### config.mk
export PLATFORM = sky130hd
export DESIGN_NAME = svm_mem_xfer_flat
export DESIGN_NICKNAME = d
export VERILOG_FILES = /design/src/rtl/svm_mem_xfer_if.sv /design/src/rtl/svm_mem_xfer.sv /design/src/flat_wrapper.sv
export SDC_FILE = /design/constraint.sdc
export NUM_CORES = 1
export LEC_CHECK = 0
export ABC_AREA = 1
export CAP_MARGIN = 5
export CORE_UTILIZATION = 41
export CTS_BUF_LIST = sky130_fd_sc_hd__clkbuf_16
export CTS_CLUSTER_SIZE = 40
export DETAILED_ROUTE_END_ITERATION = 7
export PLACE_DENSITY_LB_ADDON = 0.25
export SLEW_MARGIN = 20
export SYNTH_ARGS = -nofsm -noshare
export SYNTH_HDL_FRONTEND = slang
export SYNTH_SLANG_ARGS = --single-unit
### constraint.sdc
create_clock -name clk -period 3.9 [get_ports clk]
set_input_delay 0.39 -clock clk [delete_from_list [all_inputs] [get_ports clk]]
set_output_delay 0.39 -clock clk [all_outputs]
set_load 0.05 [all_outputs]
### src/rtl/svm_mem_xfer_if.sv
// svm_mem_xfer_if
//   Groups the DMA request/return signals used by svm_mem_xfer.
//   master : the transfer engine (issues requests, consumes read returns)
//   slave  : the memory/DMA side (accepts requests, produces read returns)
//
//   mem_dma_rdy          slave -> master  DMA accepts the current request
//   mem_dma_req_vld      master -> slave  request valid
//   mem_dma_rdbar_wr     master -> slave  0 = read, 1 = write
//   mem_dma_req_addr     master -> slave  byte address
//   mem_dma_req_data     master -> slave  write data
//   mem_dma_rd_data      slave -> master  read return data (in request order)
//   mem_dma_rd_data_vld  slave -> master  read return valid
interface svm_mem_xfer_if #(
    parameter int DW = 32,
    parameter int AW = 32
);
    logic          mem_dma_rdy;
    logic          mem_dma_req_vld;
    logic          mem_dma_rdbar_wr;
    logic [AW-1:0] mem_dma_req_addr;
    logic [DW-1:0] mem_dma_req_data;
    logic [DW-1:0] mem_dma_rd_data;
    logic          mem_dma_rd_data_vld;

    modport master (
        input  mem_dma_rdy,
        output mem_dma_req_vld,
        output mem_dma_rdbar_wr,
        output mem_dma_req_addr,
        output mem_dma_req_data,
        input  mem_dma_rd_data,
        input  mem_dma_rd_data_vld
    );

    modport slave (
        output mem_dma_rdy,
        input  mem_dma_req_vld,
        input  mem_dma_rdbar_wr,
        input  mem_dma_req_addr,
        input  mem_dma_req_data,
        output mem_dma_rd_data,
        output mem_dma_rd_data_vld
    );
endinterface

### src/rtl/svm_mem_xfer.sv
// svm_mem_xfer
//   Moves weights / data points from memory into the SVM array register
//   lanes and writes single result words back to memory.
//
//   clk, rst_n        single clock, synchronous active-low reset
//   cmd_vld/cmd_rdy   command handshake (cmd_rdy only while idle)
//   cmd               0 NOP/illegal, 1 LOAD_WEIGHTS, 2 LOAD_POINT, 3 WRITE_RESULT
//   cmd_base          byte base address
//   cmd_len           beat count for loads (1..NUM_LANES)
//   cmd_wdata         write data for WRITE_RESULT
//   dma               DMA request/return bus (master side)
//   arr_reg_*         registered array write: data, weight flag, lane, strobe
//   mem_resp/_vld     response code (DONE/ERR_LEN/ERR_CMD/ERR_SPUR) + 1-cycle pulse
module svm_mem_xfer #(
    parameter int  DW        = 32,
    parameter int  AW        = 32,
    parameter int  NUM_LANES = 32,
    parameter int  MAX_OUT   = 4,
    localparam int PW        = $clog2(NUM_LANES)
) (
    input  logic             clk,
    input  logic             rst_n,
    input  logic             cmd_vld,
    input  logic [1:0]       cmd,
    input  logic [AW-1:0]    cmd_base,
    input  logic [PW:0]      cmd_len,
    input  logic [DW-1:0]    cmd_wdata,
    output logic             cmd_rdy,
    svm_mem_xfer_if.master   dma,
    output logic [DW-1:0]    arr_reg_data,
    output logic             arr_wghtbar_data,
    output logic [PW-1:0]    arr_reg_pos,
    output logic             arr_reg_data_vld,
    output logic [2:0]       mem_resp,
    output logic             mem_resp_vld
);

    localparam int LW    = PW + 1;
    localparam int OW    = $clog2(MAX_OUT + 1);
    localparam int BYTES = DW / 8;

    localparam logic [2:0] RESP_DONE     = 3'b001;
    localparam logic [2:0] RESP_ERR_LEN  = 3'b010;
    localparam logic [2:0] RESP_ERR_CMD  = 3'b011;
    localparam logic [2:0] RESP_ERR_SPUR = 3'b100;

    typedef enum logic [2:0] {
        S_IDLE,
        S_RD_REQ,
        S_RD_DRAIN,
        S_WR_REQ,
        S_RESP
    } state_e;

    state_e        state_q, state_d;
    logic          en_q, en_d;             // 0 while in reset, gates cmd_rdy
    logic [AW-1:0] base_q, base_d;
    logic [LW-1:0] len_q, len_d;
    logic [DW-1:0] wdata_q, wdata_d;
    logic          wght_q, wght_d;
    logic [LW-1:0] issued_q, issued_d;
    logic [LW-1:0] received_q, received_d;
    logic [OW-1:0] outst_q, outst_d;
    logic          spur_q, spur_d;
    logic [2:0]    resp_q, resp_d;
    logic          arr_vld_q, arr_vld_d;
    logic [DW-1:0] arr_data_q, arr_data_d;
    logic [PW-1:0] arr_pos_q, arr_pos_d;
    logic          arr_wght_q, arr_wght_d;

    logic          rd_state;
    logic          rd_issue;
    logic          wr_issue;
    logic          req_acc;
    logic          rd_acc;
    logic          ret_ok;
    logic          ret_spur;
    logic          len_ok;
    logic [AW-1:0] rd_addr;
    logic [2:0]    done_code;

    assign rd_state = (state_q == S_RD_REQ) || (state_q == S_RD_DRAIN);
    assign rd_issue = (state_q == S_RD_REQ) && (issued_q < len_q) &&
                      (outst_q < OW'(MAX_OUT));
    assign wr_issue = (state_q == S_WR_REQ);
    assign req_acc  = dma.mem_dma_req_vld && dma.mem_dma_rdy;
    assign rd_acc   = rd_issue && dma.mem_dma_rdy;

    // A return is only genuine while a read is actually in flight.
    assign ret_ok   = dma.mem_dma_rd_data_vld && rd_state && (outst_q != '0);
    assign ret_spur = dma.mem_dma_rd_data_vld && !ret_ok;

    assign len_ok   = (cmd_len != '0) && (cmd_len <= LW'(NUM_LANES));

    // Address wraps modulo 2^AW by truncation of the sum.
    assign rd_addr  = base_q + AW'(issued_q) * AW'(BYTES);

    // A spurious return seen in the very cycle of completion still counts.
    assign done_code = (spur_q || ret_spur) ? RESP_ERR_SPUR : RESP_DONE;

    assign dma.mem_dma_req_vld  = rd_issue || wr_issue;
    assign dma.mem_dma_rdbar_wr = wr_issue;
    assign dma.mem_dma_req_addr = wr_issue ? base_q : (rd_issue ? rd_addr : '0);
    assign dma.mem_dma_req_data = wr_issue ? wdata_q : '0;

    assign cmd_rdy          = en_q && (state_q == S_IDLE);
    assign mem_resp         = resp_q;
    assign mem_resp_vld     = (state_q == S_RESP);
    assign arr_reg_data     = arr_data_q;
    assign arr_wghtbar_data = arr_wght_q;
    assign arr_reg_pos      = arr_pos_q;
    assign arr_reg_data_vld = arr_vld_q;

    always_comb begin
        state_d    = state_q;
        en_d       = 1'b1;
        base_d     = base_q;
        len_d      = len_q;
        wdata_d    = wdata_q;
        wght_d     = wght_q;
        issued_d   = issued_q;
        received_d = received_q;
        outst_d    = outst_q;
        spur_d     = spur_q | ret_spur;
        resp_d     = resp_q;
        arr_vld_d  = ret_ok;
        arr_data_d = arr_data_q;
        arr_pos_d  = arr_pos_q;
        arr_wght_d = arr_wght_q;

        // Array write path: registered one cycle behind the return.
        if (ret_ok) begin
            arr_data_d = dma.mem_dma_rd_data;
            arr_pos_d  = received_q[PW-1:0];
            arr_wght_d = wght_q;
            received_d = received_q + LW'(1);
        end

        if (rd_acc) begin
            issued_d = issued_q + LW'(1);
        end

        // Simultaneous accept and return cancel out.
        case ({rd_acc, ret_ok})
            2'b10:   outst_d = outst_q + OW'(1);
            2'b01:   outst_d = outst_q - OW'(1);
            default: outst_d = outst_q;
        endcase

        case (state_q)
            S_IDLE: begin
                if (cmd_vld && cmd_rdy) begin
                    base_d     = cmd_base;
                    len_d      = cmd_len;
                    wdata_d    = cmd_wdata;
                    wght_d     = (cmd == 2'd1);
                    issued_d   = '0;
                    received_d = '0;
                    case (cmd)
                        2'd1, 2'd2: begin
                            if (len_ok) begin
                                state_d = S_RD_REQ;
                            end else begin
                                state_d = S_RESP;
                                resp_d  = RESP_ERR_LEN;
                                spur_d  = 1'b0;
                            end
                        end
                        2'd3: begin
                            state_d = S_WR_REQ;
                        end
                        default: begin
                            state_d = S_RESP;
                            resp_d  = RESP_ERR_CMD;
                            spur_d  = 1'b0;
                        end
                    endcase
                end
            end
            S_RD_REQ: begin
                // All returns may already be in when issuing finishes.
                if (issued_q == len_q) begin
                    if (received_q == len_q) begin
                        state_d = S_RESP;
                        resp_d  = done_code;
                        spur_d  = 1'b0;
                    end else begin
                        state_d = S_RD_DRAIN;
                    end
                end
            end
            S_RD_DRAIN: begin
                if (received_q == len_q) begin
                    state_d = S_RESP;
                    resp_d  = done_code;
                    spur_d  = 1'b0;
                end
            end
            S_WR_REQ: begin
                if (req_acc) begin
                    state_d = S_RESP;
                    resp_d  = done_code;
                    spur_d  = 1'b0;
                end
            end
            S_RESP: begin
                state_d = S_IDLE;
            end
            default: begin
                state_d = S_IDLE;
            end
        endcase
    end

    always_ff @(posedge clk) begin
        if (!rst_n) begin
            state_q    <= S_IDLE;
            en_q       <= 1'b0;
            base_q     <= '0;
            len_q      <= '0;
            wdata_q    <= '0;
            wght_q     <= 1'b0;
            issued_q   <= '0;
            received_q <= '0;
            outst_q    <= '0;
            spur_q     <= 1'b0;
            resp_q     <= '0;
            arr_vld_q  <= 1'b0;
            arr_data_q <= '0;
            arr_pos_q  <= '0;
            arr_wght_q <= 1'b0;
        end else begin
            state_q    <= state_d;
            en_q       <= en_d;
            base_q     <= base_d;
            len_q      <= len_d;
            wdata_q    <= wdata_d;
            wght_q     <= wght_d;
            issued_q   <= issued_d;
            received_q <= received_d;
            outst_q    <= outst_d;
            spur_q     <= spur_d;
            resp_q     <= resp_d;
            arr_vld_q  <= arr_vld_d;
            arr_data_q <= arr_data_d;
            arr_pos_q  <= arr_pos_d;
            arr_wght_q <= arr_wght_d;
        end
    end

endmodule

### src/flat_wrapper.sv
// flat-port wrapper written by rule: the top's interface ports become plain ports
module svm_mem_xfer_flat 
#(
    parameter int  DW        = 32,
    parameter int  AW        = 32,
    parameter int  NUM_LANES = 32,
    parameter int  MAX_OUT   = 4,
    localparam int PW        = $clog2(NUM_LANES)
)
  (clk, rst_n, cmd_vld, cmd, cmd_base, cmd_len, cmd_wdata, cmd_rdy, arr_reg_data, arr_wghtbar_data, arr_reg_pos, arr_reg_data_vld, mem_resp, mem_resp_vld, dma_mem_dma_rdy, dma_mem_dma_req_vld, dma_mem_dma_rdbar_wr, dma_mem_dma_req_addr, dma_mem_dma_req_data, dma_mem_dma_rd_data, dma_mem_dma_rd_data_vld);
  svm_mem_xfer_if #(.DW(DW), .AW(AW)) dma_i ();
  input  logic clk;
  input  logic rst_n;
  input  logic cmd_vld;
  input  logic [1:0] cmd;
  input  logic [AW-1:0] cmd_base;
  input  logic [PW:0] cmd_len;
  input  logic [DW-1:0] cmd_wdata;
  output logic cmd_rdy;
  output logic [DW-1:0] arr_reg_data;
  output logic arr_wghtbar_data;
  output logic [PW-1:0] arr_reg_pos;
  output logic arr_reg_data_vld;
  output logic [2:0] mem_resp;
  output logic mem_resp_vld;
  input wire logic [$bits(dma_i.mem_dma_rdy)-1:0] dma_mem_dma_rdy;
  output wire logic [$bits(dma_i.mem_dma_req_vld)-1:0] dma_mem_dma_req_vld;
  output wire logic [$bits(dma_i.mem_dma_rdbar_wr)-1:0] dma_mem_dma_rdbar_wr;
  output wire logic [$bits(dma_i.mem_dma_req_addr)-1:0] dma_mem_dma_req_addr;
  output wire logic [$bits(dma_i.mem_dma_req_data)-1:0] dma_mem_dma_req_data;
  input wire logic [$bits(dma_i.mem_dma_rd_data)-1:0] dma_mem_dma_rd_data;
  input wire logic [$bits(dma_i.mem_dma_rd_data_vld)-1:0] dma_mem_dma_rd_data_vld;
  assign dma_i.mem_dma_rdy = dma_mem_dma_rdy;
  assign dma_mem_dma_req_vld = dma_i.mem_dma_req_vld;
  assign dma_mem_dma_rdbar_wr = dma_i.mem_dma_rdbar_wr;
  assign dma_mem_dma_req_addr = dma_i.mem_dma_req_addr;
  assign dma_mem_dma_req_data = dma_i.mem_dma_req_data;
  assign dma_i.mem_dma_rd_data = dma_mem_dma_rd_data;
  assign dma_i.mem_dma_rd_data_vld = dma_mem_dma_rd_data_vld;
  svm_mem_xfer #(.DW(DW), .AW(AW), .NUM_LANES(NUM_LANES), .MAX_OUT(MAX_OUT)) u_core (.clk(clk), .rst_n(rst_n), .cmd_vld(cmd_vld), .cmd(cmd), .cmd_base(cmd_base), .cmd_len(cmd_len), .cmd_wdata(cmd_wdata), .cmd_rdy(cmd_rdy), .dma(dma_i), .arr_reg_data(arr_reg_data), .arr_wghtbar_data(arr_wghtbar_data), .arr_reg_pos(arr_reg_pos), .arr_reg_data_vld(arr_reg_data_vld), .mem_resp(mem_resp), .mem_resp_vld(mem_resp_vld));
endmodule
After elaboration in Yosys (flattened, before gate mapping)
Index checks and enable logic that the tools add are counted.
{ "totals": {"out_inout_bits": 110, "inputBits": 109, "word_cells": 98, "reg_bits": 133} }
{ "op_classes": {"add_sub_neg": 5, "order_cmp": 3, "eq_ne": 17, "bitwise_logic": 1, "n_reduce_logical": 23, "n_mux": 34} }
{ "ops": {"columns": ["op", "count"], "rows": [
  ["$mux 32", 3],
  ["$mux 3", 12],
  ["$mux 6", 6],
  ["$add 32x8->32", 1],
  ["$pmux 3 s4", 2],
  ["$pmux 3 s2", 3],
  ["$add 6x1->6 const B", 2],
  ["$eq 6x6->1", 2],
  ["$logic_and 1x1->1", 10],
  ["$ne 2x2->1 const B", 5],
  ["$eq 2x2->1 const B", 3],
  ["$eq 3x2->1 const B", 2],
  ["$le 6x6->1 const B", 1],
  ["$lt 6x6->1", 1],
  ["$mux 1", 6],
  ["$reduce_and 6->1", 1],
  ["$reduce_bool 6->1", 1],
  ["$eq 2x1->1 const B", 2],
  ["$pmux 1 s4", 1],
  ["$reduce_and 4->1", 1],
  ["$reduce_bool 4->1", 1],
  ["$add 3x1->3 const B", 1],
  ["$eq 3x1->1 const B", 1],
  ["$eq 3x3->1 const B", 1],
  ["other kinds (12)", 14]
]} }

Depth between registers and ports, before layout
Gate-level depths: netlist of run 1.
{ "depth": {"depth_word": 11, "mapped_depth": 16} }

Worst setup path after synthesis of run 1
No wires, ideal clock.
{ "synth_path": {"path_type": "reg-to-output", "startpoint": "register u_core.issued_q[1]", "endpoint": "output dma_mem_dma_req_addr[25]", "path_stages_with_launch": 9, "setup_slack_ps": 917, "arrival_time_ps": 2593, "n_path_buf": 0, "required_time_ps": 3510, "path_cell_list": "dfxtp_1 ha_1 inv_1 nor2_1 o21ai_0 nand3_4 nand2_4 inv_1 nor3b_1"} }
{ "synth_via": {"elab_chain_len": 5} }
{ "synth_rtl": {"columns": ["element", "line", "rtl"], "rows": [
  ["start: declaration", "svm_mem_xfer.sv:61", "logic [LW-1:0] issued_q, issued_d;"],
  ["start signal: assignment", "svm_mem_xfer.sv:239", "issued_q <= issued_d;"],
  ["branches (longest 3 deep; another with $add 32x8->32)", null, null],
  ["$mux 32 * (2 in a row)", "svm_mem_xfer.sv:103", "assign dma.mem_dma_req_addr = wr_issue ? base_q : (rd_issue ? rd_addr : '0);"],
  ["end: declaration", "flat_wrapper.sv:29", "output wire logic [$bits(dma_i.mem_dma_req_addr)-1:0] dma_mem_dma_req_addr;"]
]} }
Mark *: on every way between the ends.

Worst setup path in the final report of run 1
{ "layout_path": {"startpoint": "register u_core.issued_q[1]", "endpoint": "output dma_mem_dma_req_addr[13]"} }
The elaborated chain is that of the path after synthesis.

==> results.sh, run 1 <==
export IMPL_status="completed"
export IMPL_power_density_mw_per_mm2=476
export IMPL_p_clk_frac=0.331
export IMPL_post_synth_top_count_cell="nor2_1"
export IMPL_clockBufferDepth=2
export IMPL_ir_drop_uv=344
export IMPL_vias=6767
export IMPL_slew_viol_final=0
export IMPL_cts_setup_buffers=0
export IMPL_synthArstFlopShare=0
export IMPL_antenna_found_initial=0
export IMPL_placementRows=46
export IMPL_swShare=0.344
export IMPL_hold_violations=0
export IMPL_cts_buffers=17
export IMPL_tns_ps=0
export IMPL_core_area_mm2=0.0159
export IMPL_ys_warn_count=0
export IMPL_period_minus_slack_ps=3650
export IMPL_io_buffers=218
export IMPL_drc_errors=0
export IMPL_timing_final_ws_setup_ps=251
export IMPL_cts_hold_buffers=0
export IMPL_setup_viol=0
export IMPL_cp_end_kind="output pin"
export IMPL_yosysSeqAreaShare=0.396
export IMPL_drv_cap=0
export IMPL_dpl_worst_slack_ps=671
export IMPL_synth_edff_count=0
export IMPL_syn_inst=956
export IMPL_synth_area_mm2=0.00673
export IMPL_clock_sinks=133
export IMPL_power_mw=4.50
export IMPL_required_ps=3510
export IMPL_power_frac_seq=0.380
export IMPL_ys_flop_type="dfxtp_1"
export IMPL_internal_power_mw=2.95
export IMPL_die_x_um=130
export IMPL_cts_max_level=4
export IMPL_path_class="reg -> out"
export IMPL_startpoint_type="flip-flop"
export IMPL_wl_mm=18.6
export IMPL_worstPathMaxFanout=14
export IMPL_die_area_mm2=0.0169
export IMPL_place_hpwl_mm=13.3
export IMPL_max_slew_worst_pin_slew_ps=804
export IMPL_syn_avg_cell_area_um2=7.03
export IMPL_clock_skew_ps=6.20
export IMPL_max_freq_mhz=274
export IMPL_leakage_nw=3.57
export IMPL_grt_ovfl_total=0
export IMPL_period_share=0.936
export IMPL_diodes=0
export IMPL_cts_tree="yes"
export IMPL_synth_seq_cells=133
export IMPL_p_comb_frac=0.289
export IMPL_yosysTopAreaCell="dfxtp_1"
export IMPL_clk_pin_slew_ps=50
export IMPL_vias_per_cell=4.89
export IMPL_yosys_top_cells_area="dfxtp_1 (40%), nor2_1 (11%), a21oi_1 (7.1%)"
export IMPL_drive_above_1_share=0.0565
export IMPL_grt_setup_unrepaired="false"
export IMPL_synth_top_area_frac=0.396
export IMPL_nets=1286
export IMPL_first_iter_violations=290
export IMPL_power_switching_mw=1.55
export IMPL_clkLatencyLatePin_ps=410
export IMPL_area_growth_pct=40.7
export IMPL_cts_resized=0
export IMPL_ant_nets=0
export IMPL_boundaryPins=219
export IMPL_worstPathArrival_ps=3260
export IMPL_grt_pass1_wl_mm=29.2
export IMPL_grt_max_degree=90
export IMPL_dr_pass1_iters=5
export IMPL_syn_nets=1086
export IMPL_wl_per_cell_um=13.4
export IMPL_grt_pass1_vias=6078
export IMPL_holdCritPathClass="reg -> reg"
export IMPL_cts_root_buf="clkbuf_16"
export IMPL_nFillCells=1522
export IMPL_track_usage=0.221
export IMPL_synth_common_cells="nor2_1 (190), dfxtp_1 (133), nand2_1 (124), inv_1 (110), a21oi_1 (96)"
export IMPL_die_y_um=130
export IMPL_gp_congestion=0.870
export IMPL_max_slew_margin=0.464
export IMPL_initial_core_util=0.422
export IMPL_place_inst=1353
export IMPL_synth_distinct_cells=45
export IMPL_final_cells=1385
## flip-flops by register name, indices dropped and copies added (netlist names)
signal,cells
u_core.arr_reg_data,32
u_core.arr_reg_data_vld,1
u_core.arr_reg_pos,5
u_core.arr_wghtbar_data,1
u_core.base_q,32
u_core.en_q,1
u_core.issued_q,6
u_core.len_q,6
u_core.mem_resp,3
u_core.outst_q,3
u_core.received_q,6
u_core.spur_q,1
u_core.state_q,3
u_core.wdata_q,32
u_core.wght_q,1
## layout make-up
cell class                      count  area, um2  area share
Clock buffer                       17        425      0.0450
Tap cell                          216        270      0.0286
Sequential cell                   133       2660       0.281
Timing Repair Buffer              224       2210       0.234
Clock inverter                     15        124      0.0131
Multi-Input combinational cell    666       3330       0.352
Inverter                          114        432      0.0456
## final timing paths
kind | endpoint | from | depth (start not counted) | slack, ps
min reg2reg | u_core.wght_q$_SDFFE_PN0P_ | u_core.wght_q$_SDFFE_PN0P_ | 2 | 450
min | u_core.wght_q$_SDFFE_PN0P_ | u_core.wght_q$_SDFFE_PN0P_ | 2 | 450
max | dma_mem_dma_req_addr[13] | u_core.issued_q[1]$_SDFF_PN0_ | 9 | 250
max reg2reg | u_core.outst_q[1]$_SDFFE_PN0P_ | u_core.issued_q[1]$_SDFF_PN0_ | 13 | 1080
## critical path: stages (launching register included)
cell and delay, ps:
dfxtp_1 480, ha_1 300, inv_1 60, nor2_1 30, o21ai_0 270, nand3_4 240
nand2_4 220, o21ai_0 200, a31oi_1 200, clkdlybuf4s50_1 830
## power groups by stage
| stage | Sequential (mW) | Combinational [mW] | Clock (mW) |
|---|---|---|---|
| after floorplan | 1.75 | 0.930 | 0 |
| after global placement | 1.73 | 1.28 | 0 |
| after detailed placement | 1.74 | 1.30 | 0 |
| after CTS | 1.71 | 1.31 | 1.53 |
| after global routing | 1.74 | 1.45 | 1.59 |
| final | 1.71 | 1.30 | 1.49 |
## per-stage QoR
step | util | cell area [um2] | hold slack [ps]
floorplan | - | 6730 | 418
global placement | 0.559 | 8910 | 441
detailed placement | 0.559 | 8910 | 446
CTS | 0.593 | 9460 | 454
global route | 0.593 | 9460 | 467
finish | 0.593 | 9460 | 450
## layer usage
metal	vias to the layer above	routed length (um)	track usage
met5	-	0	0
met4	0	284	0.0752
li1	3514	-	-
met1	2999	8190	0.274
met3	22	2010	0.0824
met2	232	8110	0.351
## logic make-up (layout without fill, tap and decap cells)
group	Yosys count	count (layout)	synth area share
adders and majority gates	21	21	0.0413
buffers and inverters	157	370	0.108
AOI/OAI and AO/OA	248	248	0.194
DFF	133	133	0.396
xor gates and xnor gates	9	9	0.0117
and+or+nand+nor	388	388	0.249
## cells in the final DEF, fill, tap and decap left out, drive strengths merged, types with 2 or more instances in the layout
master	count
a211oi	5
a21oi	96
a31oi	2
buf	12
bufinv	2
clkbuf	17
clkdlybuf4s50	212
clkinv	9
clkinvlp	2
dfxtp	133
fa	2
ha	19
inv	116
nand2	129
nand3	26
nand3b	3
nand4	9
nor2	194
nor3	21
nor3b	4
o211ai	3
o21a	2
o21ai	130
o21bai	2
o22ai	5
xnor2	3
xor2	6
Power figures use the tool's default switching activity.
==> run 2, diff against run 1 <==
--- a/config.mk
+++ b/config.mk
@@ -11,6 +11,7 @@
 export CTS_BUF_LIST = sky130_fd_sc_hd__clkbuf_16
 export CTS_CLUSTER_SIZE = 40
 export DETAILED_ROUTE_END_ITERATION = 7
+export HOLD_SLACK_MARGIN = 0.05
 export PLACE_DENSITY_LB_ADDON = 0.25
 export SLEW_MARGIN = 20
 export SYNTH_ARGS = -nofsm -noshare
==> results of run 2 <==
The final DEF is identical to that of run 1; final timing and power are the same.
